==> src/rtl/led_pwm_ctrl.sv <==
// Four-channel LED driver with a two-state request/response register port.
// Direct mode drives DIRECT[3:0]; PWM mode compares an 8-bit counter against shadowed duties.
module led_pwm_ctrl #(
  parameter int unsigned PRESCALE = 4
) (
  input  logic        clk,
  input  logic        rst,
  input  logic        req_valid,
  output logic        req_ready,
  input  logic        req_we,
  input  logic [3:0]  req_addr,
  input  logic [31:0] req_wdata,
  output logic        rsp_valid,
  output logic [31:0] rsp_rdata,
  output logic [3:0]  led
);

  typedef enum logic [0:0] {StIdle, StResp} state_e;

  localparam logic [15:0] PrescMax = 16'(PRESCALE - 1);

  state_e      state_q;
  logic        rsp_valid_q;
  logic [31:0] rsp_rdata_q;
  logic [1:0]  ctrl_q;
  logic [3:0]  direct_q;
  logic [7:0]  shadow_q [4];
  logic [7:0]  active_q [4];
  logic [15:0] presc_q, presc_d;
  logic [7:0]  cnt_q, cnt_d;
  logic [3:0]  led_q, led_d;

  logic        accept;
  logic        run;
  logic        tick;
  logic        wrap;
  logic [31:0] rdata;

  assign req_ready = (state_q == StIdle);
  assign accept    = req_valid & req_ready;
  assign run       = ctrl_q[0] & ctrl_q[1];
  assign tick      = (presc_q == PrescMax);
  assign wrap      = run & tick & (cnt_q == 8'hFF);

  assign rsp_valid = rsp_valid_q;
  assign rsp_rdata = rsp_rdata_q;
  assign led       = led_q;

  always_comb begin
    rdata = '0;
    case (req_addr)
      4'd0: rdata[1:0] = ctrl_q;
      4'd1: rdata[3:0] = direct_q;
      4'd2: rdata[7:0] = shadow_q[0];
      4'd3: rdata[7:0] = shadow_q[1];
      4'd4: rdata[7:0] = shadow_q[2];
      4'd5: rdata[7:0] = shadow_q[3];
      4'd6: rdata[8:0] = {run, cnt_q};
      default: rdata = '0;
    endcase
  end

  // Counters only advance in PWM mode; leaving it parks both at zero.
  always_comb begin
    presc_d = presc_q;
    cnt_d   = cnt_q;
    if (!run) begin
      presc_d = '0;
      cnt_d   = '0;
    end else if (tick) begin
      presc_d = '0;
      cnt_d   = cnt_q + 8'd1;
    end else begin
      presc_d = presc_q + 16'd1;
    end
  end

  always_comb begin
    led_d = '0;
    if (ctrl_q[0]) begin
      if (!ctrl_q[1]) begin
        led_d = direct_q;
      end else begin
        for (int i = 0; i < 4; i++) begin
          led_d[i] = (cnt_q < active_q[i]);
        end
      end
    end
  end

  always_ff @(posedge clk or negedge rst) begin
    if (!rst) begin
      state_q     <= StIdle;
      rsp_valid_q <= 1'b0;
      rsp_rdata_q <= '0;
    end else begin
      unique case (state_q)
        StIdle: begin
          if (accept) begin
            state_q     <= StResp;
            rsp_valid_q <= 1'b1;
            rsp_rdata_q <= req_we ? '0 : rdata;
          end
        end
        StResp: begin
          state_q     <= StIdle;
          rsp_valid_q <= 1'b0;
          rsp_rdata_q <= '0;
        end
        default: begin
          state_q     <= StIdle;
          rsp_valid_q <= 1'b0;
          rsp_rdata_q <= '0;
        end
      endcase
    end
  end

  always_ff @(posedge clk or negedge rst) begin
    if (!rst) begin
      ctrl_q   <= '0;
      direct_q <= '0;
      for (int i = 0; i < 4; i++) begin
        shadow_q[i] <= '0;
      end
    end else if (accept && req_we) begin
      case (req_addr)
        4'd0: ctrl_q      <= req_wdata[1:0];
        4'd1: direct_q    <= req_wdata[3:0];
        4'd2: shadow_q[0] <= req_wdata[7:0];
        4'd3: shadow_q[1] <= req_wdata[7:0];
        4'd4: shadow_q[2] <= req_wdata[7:0];
        4'd5: shadow_q[3] <= req_wdata[7:0];
        default: ;
      endcase
    end
  end

  // Active duties load from the pre-write shadow, so a DUTY write that lands on
  // the wrap edge only takes effect one period later.
  always_ff @(posedge clk or negedge rst) begin
    if (!rst) begin
      for (int i = 0; i < 4; i++) begin
        active_q[i] <= '0;
      end
    end else if (!run || wrap) begin
      for (int i = 0; i < 4; i++) begin
        active_q[i] <= shadow_q[i];
      end
    end
  end

  always_ff @(posedge clk or negedge rst) begin
    if (!rst) begin
      presc_q <= '0;
      cnt_q   <= '0;
      led_q   <= '0;
    end else begin
      presc_q <= presc_d;
      cnt_q   <= cnt_d;
      led_q   <= led_d;
    end
  end

endmodule
==> config.mk <==
export PLATFORM = sky130hd
export DESIGN_NAME = led_pwm_ctrl
export DESIGN_NICKNAME = d
export VERILOG_FILES = /design/src/rtl/led_pwm_ctrl.sv
export SDC_FILE = /design/constraint.sdc
export NUM_CORES = 1
export LEC_CHECK = 0
export ABC_AREA = 1
export CAP_MARGIN = 20
export CORE_MARGIN = 2
export CORE_UTILIZATION = 32
export CTS_CLUSTER_SIZE = 16
export DETAILED_ROUTE_END_ITERATION = 16
export GPL_TIMING_DRIVEN = 0
export PLACE_DENSITY_LB_ADDON = 0.12
export SLEW_MARGIN = 20
export SYNTH_ARGS = -nofsm -noshare
export SYNTH_HDL_FRONTEND = slang
export SYNTH_SLANG_ARGS = --single-unit
==> constraint.sdc <==
create_clock -name clk -period 4.3 [get_ports clk]
set_input_delay 0.86 -clock clk [delete_from_list [all_inputs] [get_ports clk]]
set_output_delay 0.86 -clock clk [all_outputs]
set_load 0.005 [all_outputs]
==> results.yml, run 1 <==
floorplanning:
  core_area_mm2: 0.0185
  die-area_mm2: 0.0198
  fp-row-count: 50
  dieWidth_um: 141
  die_h_um: 141
  num_io_pins: 78
  initial_core_util: 0.323
sta:
  relSlewSlack: 0.568
  slew_viol_final: 0
  finalCritPeriodShare: 0.533
  fmax_ghz: 0.437
  finalHoldViolCount: 0
  setup_viol: 0
  finalClockSkew_ps: 14.4
  worst_slew_pin_slew_ps: 645
  rsz0062_at_grt: "false"
  period_minus_slack_ps: 2290
detailed_routing:
  drtIter0Drc: 399
  drc: 0
  avgViaCountPerCell: 4.61
  wl_per_cell_um: 15.3
  vias: 4995
  ant_nets: 0
  drt_pass1_iterations: 5
  finalWirelength_um: 16600
finish:
  diodes: 0
  finish.net_count: 915
  final_cell_area_mm2: 0.00701
  drive_gt1_frac: 0.0929
  area_growth_pct: 17.1
  fin_util: 0.379
setup_path:
  path_class: "primary input to flip-flop"
  endpoint_kind: "flip-flop"
  critPathLaunchType: "primary input"
  critPathMaxFanout: 5
  required_ps: 4600
  critPathArrivalTime_ps: 2590
power:
  p_leak_nw: 3.64
  ir_drop_uv: 190
  power.density_mw_per_mm2: 441
yosys:
  yosysSeqAreaShare: 0.456
  synth_cell_type_count: 30
  synth-compound-area-share: 0.0648
  syn_area_per_cell_um2: 7.67
  synthTopCellsByArea: "dfrtp_1, nand2_1, nand3_1"
  synth_top_area_frac: 0.456
  synth_simple_gate_area_share: 0.303
  ys_seq_elements: 109
  synth_top_family_by_area: "simple AND/OR/NAND/NOR gates"
  synthMuxAreaShare: 0
  yosysTopAreaCell: "dfrtp_1"
  synth_xor_area_frac: 0.00585
  yosysWarnings: 0
  syn_inst: 781
  synth_fa_ha_area_frac: 0.0627
  syn_area_mm2: 0.00599
grt:
  globalRouteOverflowTotal: 0
  first_global_vias: 4719
  grt_usage: 0.175
  grt_pass1_wl_um: 26600
  grt_max_degree: 75
  grt_antenna_before_repair: 0
place:
  place_area_mm2: 0.00669
  hpwlAfterDp_um: 12500
  place.gp.congestion: 0.890
  port_buffers: 30
clock_network:
  ctsHtreeMaxLevel: 3
  root_buffer: "clkbuf_16"
  clkTransAtPathRegs_ps: 80
  numCtsBuffers: 9
  cts_repair_resize_count: 0
  cts_tree: "yes"
  clk_latency_ps: 360
  cts_buffer_depth: 2
  post-cts-setup-buffers: 0
  hold_buffers: 0
  clock_sinks: 109
hold_path:
  hp-class: "primary input to async pin"
flow_run:
  cap_violations: 0
status:
  status: "complete, no violations"
==> sequential cells by signal, indices dropped and copies added, names as in the netlist <==
name	count
led	4
shadow_q	32
rsp_rdata	9
rsp_valid	1
cnt_q	8
direct_q	4
state_q	1
active_q	32
ctrl_q	2
presc_q	16
==> logic make-up (layout without fill, tap and decap cells) <==
group / Yosys count / count (layout)
buf+inv: 134 / 181
flops: 109 / 109
simple gates: 429 / 429
xor+xnor: 4 / 4
other cells: 1 / 23
fa+ha+maj: 30 / 30
compound gates: 74 / 74
==> cells in the mapped netlist (all sizes together) <==
master  number
nand2      267
dfrtp      109
inv         89
nand3       77
nor2        56
o21ai       53
buf         42
ha          30
a21oi       18
nand4       14
nor3        10
clkbuf       3
xor2         3
and3         2
nor3b        2
a211oi       1
a31oi        1
conb         1
o31ai        1
or2          1
xnor2        1
==> path summary, 6_finish.rpt <==
kind	slack, ps	to	from	cells after the start
max reg2reg	2190	active_q[25]	cnt_q[1]	7
min in group clk	450	rsp_valid	state_q	1
min reg2reg	450	rsp_valid	state_q	1
max in group asynchronous	3210	presc_q[15]	rst	2
min	380	shadow_q[2]	rst	1
max	2010	rsp_rdata[5]	req_addr[2]	9
==> report_power, final <==
group          leakage, nW  switching, mW  internal [mW]
clock                0.157          0.426          0.485
sequential            1.45          0.160           1.20
combinational         2.03          0.498          0.321
total                 3.64           1.08           2.01
==> cell usage in the layout (no fill, tap or decap), types with 6 or more instances in the layout <==
cell type        Yosys  routed
inv_2                6       6
a21oi_1             18      18
buf_2               12      12
buf_4               26      26
conb_1               1      23
o21ai_0             27      27
clkbuf_16            0       9
o21ai_1             25      25
ha_1                30      30
nand3_1             77      77
dfrtp_1            109     109
clkdlybuf4s50_1      0      29
nor2_1              50      50
nor3_1               9       9
nand4_1             14      14
inv_1               83      83
nand2_1            262     262
==> routing by layer <==
layer | part of all wire | track usage | up-vias
li1 | - | - | 2571
met4 | 0.024 | 0.0616 | 0
met1 | 0.48 | 0.245 | 2298
met3 | 0.042 | 0.0353 | 22
met2 | 0.46 | 0.271 | 104
met5 | 0 | 0 | -
==> cell type report <==
type | instances | area, µm²
Fill cell | 1968 | 11500
Sequential cell | 109 | 2730
Multi-Input combinational cell | 560 | 2700
Inverter | 89 | 334
Timing Repair Buffer | 31 | 329
Buffer | 45 | 312
Tap cell | 234 | 293
Clock buffer | 11 | 243
Clock inverter | 5 | 77.6
==> through the flow <==
stage | power [mW] | std cells | hold WS [ps] | TNS (ps) | worst slack [ps]
global route | 3.32 | 1084 | 398 | 0 | 1840
finish | 3.09 | 1084 | 385 | 0 | 2010
global placement | 2.21 | 1067 | 442 | -236860 | -2190
detailed placement | 2.21 | 1068 | 444 | 0 | 1660
CTS | 3.14 | 1084 | 385 | 0 | 2040
floorplan | 1.89 | 803 | 424 | 0 | 2550
==> worst max-delay path, cell delays in order <==
cell             delay, ps
clkdlybuf4s50_1        490
inv_1                   70
nor2_1                 350
nand2_1                100
a21oi_1                240
nand2_1                130
inv_1                  110
o21ai_0                150
nand2_1                 90
No activity file was read; power rests on OpenSTA's default activity.
==> inputs of run 2 (changes only) <==
- clock period: 4.3 -> 1.99 ns (I/O delays scaled with it)
==> results.yml, run 2 (same netlist as run 1, synthesis figures left out) <==
place:
  port_buffers: 30
  pre_cts_ws_ps: -184
  hpwlAfterDp_um: 12500
  post-place-cells: 1068
  place.gp.congestion: 0.890
  place_area_mm2: 0.00669
clock_network:
  ctsHtreeMaxLevel: 3
  cts_tree: "yes"
  clkTransAtPathRegs_ps: 80
  numCtsBuffers: 9
  root_buffer: "clkbuf_16"
  cts_buffer_depth: 2
  clk_latency_ps: 360
  clock_sinks: 109
setup_path:
  endpoint_kind: "flip-flop"
  required_ps: 2280
  critPathMaxFanout: 10
  critPathArrivalTime_ps: 2150
  path_class: "flip-flop to flip-flop"
  critPathLaunchType: "flip-flop"
finish:
  area_growth_pct: 17.6
  final_cell_area_mm2: 0.00704
  regArea_mm2: 0.00273
  diodes: 0
  reg_top3: "active_q (32), shadow_q (32), presc_q (16)"
  drive_gt1_frac: 0.0985
  layoutNonFillerInstCount: 1087
  finish.net_count: 918
  final_cell_mix: "nand2_1, dfrtp_1, inv_1"
  final_common_cell: "nand2_1"
  fillers: 1973
  multi_input_area_mm2: 0.00270
  fin_util: 0.380
grt:
  first_global_vias: 4729
  grt_pass1_wl_um: 26600
  globalRouteOverflowTotal: 0
  grt_max_degree: 75
  grt_antenna_before_repair: 0
  grt_usage: 0.175
power:
  combPwrFrac: 0.265
  p_leak_nw: 3.65
  power.density_mw_per_mm2: 950
  ir_drop_uv: 419
  p_int_mw: 4.35
  switching_share: 0.350
  total_power_mw: 6.69
  clkPwrFrac: 0.295
  power_switching_mw: 2.35
  p_seq_frac: 0.441
sta:
  fin_hold_ws_ps: 451
  finalCritPeriodShare: 0.931
  period_minus_slack_ps: 1850
  fmax_ghz: 0.540
  relSlewSlack: 0.567
  tns_ps: 0
  slew_viol_final: 0
  finalWorstSetupSlack_ps: 137
  finalHoldViolCount: 0
  worst_slew_pin_slew_ps: 647
  rsz0062_at_grt: "false"
  setup_viol: 0
  finalClockSkew_ps: 10.9
floorplanning:
  num_io_pins: 78
  initial_core_util: 0.323
  die-area_mm2: 0.0198
  die_h_um: 141
  fp-row-count: 50
  core_area_mm2: 0.0185
  dieWidth_um: 141
detailed_routing:
  drt_pass1_iterations: 5
  ant_nets: 0
  finalWirelength_um: 16600
  avgViaCountPerCell: 4.60
  wl_per_cell_um: 15.3
  drc: 0
  vias: 5004
  drtIter0Drc: 384
flow_run:
  cap_violations: 0
hold_path:
  hp-class: "flip-flop to flip-flop"
status:
  status: "complete, no violations"
[run 2: final cells by class]
type | count | area share
repair buffers | 34 | 0.0503
flip-flops and latches | 109 | 0.388
well taps | 234 | 0.0416
multi-input cells | 560 | 0.383
clock buffers | 11 | 0.0345
clock inverters | 5 | 0.0110
inverters | 89 | 0.0474
plain buffers | 45 | 0.0442
[run 2: power groups by stage]
stage	clock, mW	combinational, mW	sequential, mW
4_1_cts	2.04	1.80	2.95
3_3_place_gp	0	1.78	2.99
2_1_floorplan	0	1.23	2.85
6_report	1.97	1.77	2.95
3_5_place_dp	0	1.78	2.99
5_1_grt	2.10	2.07	3.00
[run 2: path summary, 6_finish.rpt]
check                      startpoint            to  slack (ps)  cells after the start
min in group asynchronous         rst   shadow_q[2]         490                      2
max in group asynchronous         rst      cnt_q[2]         750                      3
hold reg to reg               state_q     rsp_valid         450                      1
setup / recovery           presc_q[0]  active_q[31]         140                      8
hold / removal                state_q     rsp_valid         450                      1
setup reg to reg           presc_q[0]  active_q[31]         140                      8
[run 2: critical path, cell delays in order, from the launching register on]
cell     delay (ps)
dfrtp_1         380
ha_1            200
nand3_1         100
nor2_2          170
nand2_2         200
o21ai_4         380
buf_6           190
nand2_1          90
nand2_1          80
[run 2: metal layers]
layer	part of all wire	vias up	GRT usage
met3	0.036	27	0.0353
met5	0	-	0
met2	0.45	97	0.271
met4	0.028	0	0.0616
met1	0.49	2303	0.245
li1	-	2577	-
[run 2: repair_timing]
item	CTS	global route
resized for setup	2	1
hold buffers	1	0
gates cloned	0	0
endpoints found under the hold margin	35	0
buffers inserted	2	0
setup endpoints to repair	30	3
pin swaps	1	1
==> inputs of run 3 (changes only) <==
- CAP_MARGIN: 20 -> 40
- HOLD_SLACK_MARGIN: not set -> 0.02
- PLACE_DENSITY_LB_ADDON: 0.12 -> 0.3
==> results.yml, run 3 (same netlist as run 1, synthesis figures left out) <==
power:
  p_seq_frac: 0.452
  combPwrFrac: 0.269
  p_leak_nw: 3.65
  total_power_mw: 6.52
  power.density_mw_per_mm2: 928
  switching_share: 0.352
  power_switching_mw: 2.29
  ir_drop_uv: 449
  p_int_mw: 4.22
  clkPwrFrac: 0.278
detailed_routing:
  drt_pass1_iterations: 5
  wl_per_cell_um: 14.3
  drc: 0
  ant_nets: 0
  avgViaCountPerCell: 4.61
  drtIter0Drc: 383
  vias: 5012
  finalWirelength_um: 15600
floorplanning:
  dieWidth_um: 141
  die_h_um: 141
  die-area_mm2: 0.0198
  num_io_pins: 78
  initial_core_util: 0.323
  core_area_mm2: 0.0185
  fp-row-count: 50
sta:
  setup_viol: 0
  rsz0062_at_grt: "false"
  fmax_ghz: 0.547
  relSlewSlack: 0.606
  finalHoldViolCount: 0
  finalWorstSetupSlack_ps: 162
  finalCritPeriodShare: 0.919
  worst_slew_pin_slew_ps: 591
  finalClockSkew_ps: 10.1
  slew_viol_final: 0
  period_minus_slack_ps: 1830
place:
  pre_cts_ws_ps: -136
  place.gp.congestion: 0.935
  hpwlAfterDp_um: 11800
  port_buffers: 30
  post-place-cells: 1068
  place_area_mm2: 0.00669
clock_network:
  clkTransAtPathRegs_ps: 80
  cts_buffer_depth: 2
  numCtsBuffers: 9
  ctsHtreeMaxLevel: 3
  clock_sinks: 109
  clk_latency_ps: 360
  root_buffer: "clkbuf_16"
  cts_tree: "yes"
grt:
  grt_pass1_wl_um: 25200
  grt_usage: 0.163
  grt_max_degree: 79
  globalRouteOverflowTotal: 0
  first_global_vias: 4706
  grt_antenna_before_repair: 0
finish:
  drive_gt1_frac: 0.0973
  final_cell_mix: "nand2_1, dfrtp_1, inv_1"
  layoutNonFillerInstCount: 1087
  area_growth_pct: 17.3
  diodes: 0
  reg_top3: "active_q (32), shadow_q (32), presc_q (16)"
  final_cell_area_mm2: 0.00702
  finish.net_count: 918
  final_common_cell: "nand2_1"
hold_path:
  hp-class: "flip-flop to flip-flop"
  holdCritStartpoint: "state_q"
setup_path:
  critPathArrivalTime_ps: 2120
  crit_path_frequent_cell: "nand2_1"
  endpoint_kind: "flip-flop"
  max_stage_delay_ps: 640
  r2r_start: "cnt_q[2]"
  cp_cell_sequence: "nand3_1, nor3_2, inv_2, o21ai_4, buf_6, nand2_1, nand2_1"
  required_ps: 2280
  crit_slowest_cell: "dfrtp_1"
  critPathLaunchType: "flip-flop"
  path_class: "flip-flop to flip-flop"
  crit_start: "cnt_q[2]"
  critPathMaxFanout: 10
flow_run:
  cap_violations: 0
status:
  status: "complete, no violations"
run 3: through the flow:
step / hold WS, ps / util / TNS (ps)
after floorplan: 102 / - / 0
after global placement: 431 / 0.360 / -421950
after detailed placement: 307 / 0.361 / -5610
after CTS: 446 / 0.379 / 0
after global routing: 458 / 0.379 / 0
final: 447 / 0.379 / 0
run 3: cell type report:
type,instances,area (µm²)
fillers,1976,11500
flip-flops and latches,109,2730
clock inverters,6,66.3
inverters,89,334
repair buffers,34,354
multi-input cells,560,2700
clock buffers,10,239
well taps,234,293
plain buffers,45,312
run 3: final timing paths:
path                       slack [ps]      endpoint  depth (start not counted)
max in group asynchronous         800      cnt_q[1]                          3
max                               160  active_q[17]                          7
min reg2reg                       450     rsp_valid                          1
max reg2reg                       160  active_q[17]                          7
min in group asynchronous         510    presc_q[9]                          2
min                               450     rsp_valid                          1
run 3: power by group through the flow:
stage / registers (mW) / clock network [mW] / logic (mW)
2_1_floorplan: 2.85 / 0 / 1.23
3_3_place_gp: 2.97 / 0 / 1.73
3_5_place_dp: 2.98 / 0 / 1.77
4_1_cts: 2.94 / 1.88 / 1.78
5_1_grt: 2.99 / 1.96 / 2.05
6_report: 2.95 / 1.81 / 1.76
run 3: critical path: cells and delay by family, from the launching register on:
kind            cells  cell delay (ps)
compound gates      1              290
flops               1              640
buf+inv             2              250
simple gates        4              570
run 3: metal layers:
metal | share of wire | GRT usage | up-vias | wire length, µm
met5 | 0 | 0 | - | 0
li1 | - | - | 2576 | -
met1 | 0.49 | 0.231 | 2294 | 7620
met3 | 0.037 | 0.0275 | 28 | 578
met2 | 0.45 | 0.249 | 114 | 6950
met4 | 0.026 | 0.0626 | 0 | 411
run 3: timing repair:
action	CTS	global route
buffers inserted	2	0
hold endpoints to repair	31	0
hold buffers	1	0
gates resized for setup	0	1
setup endpoints to repair	30	30
pin swaps	1	0
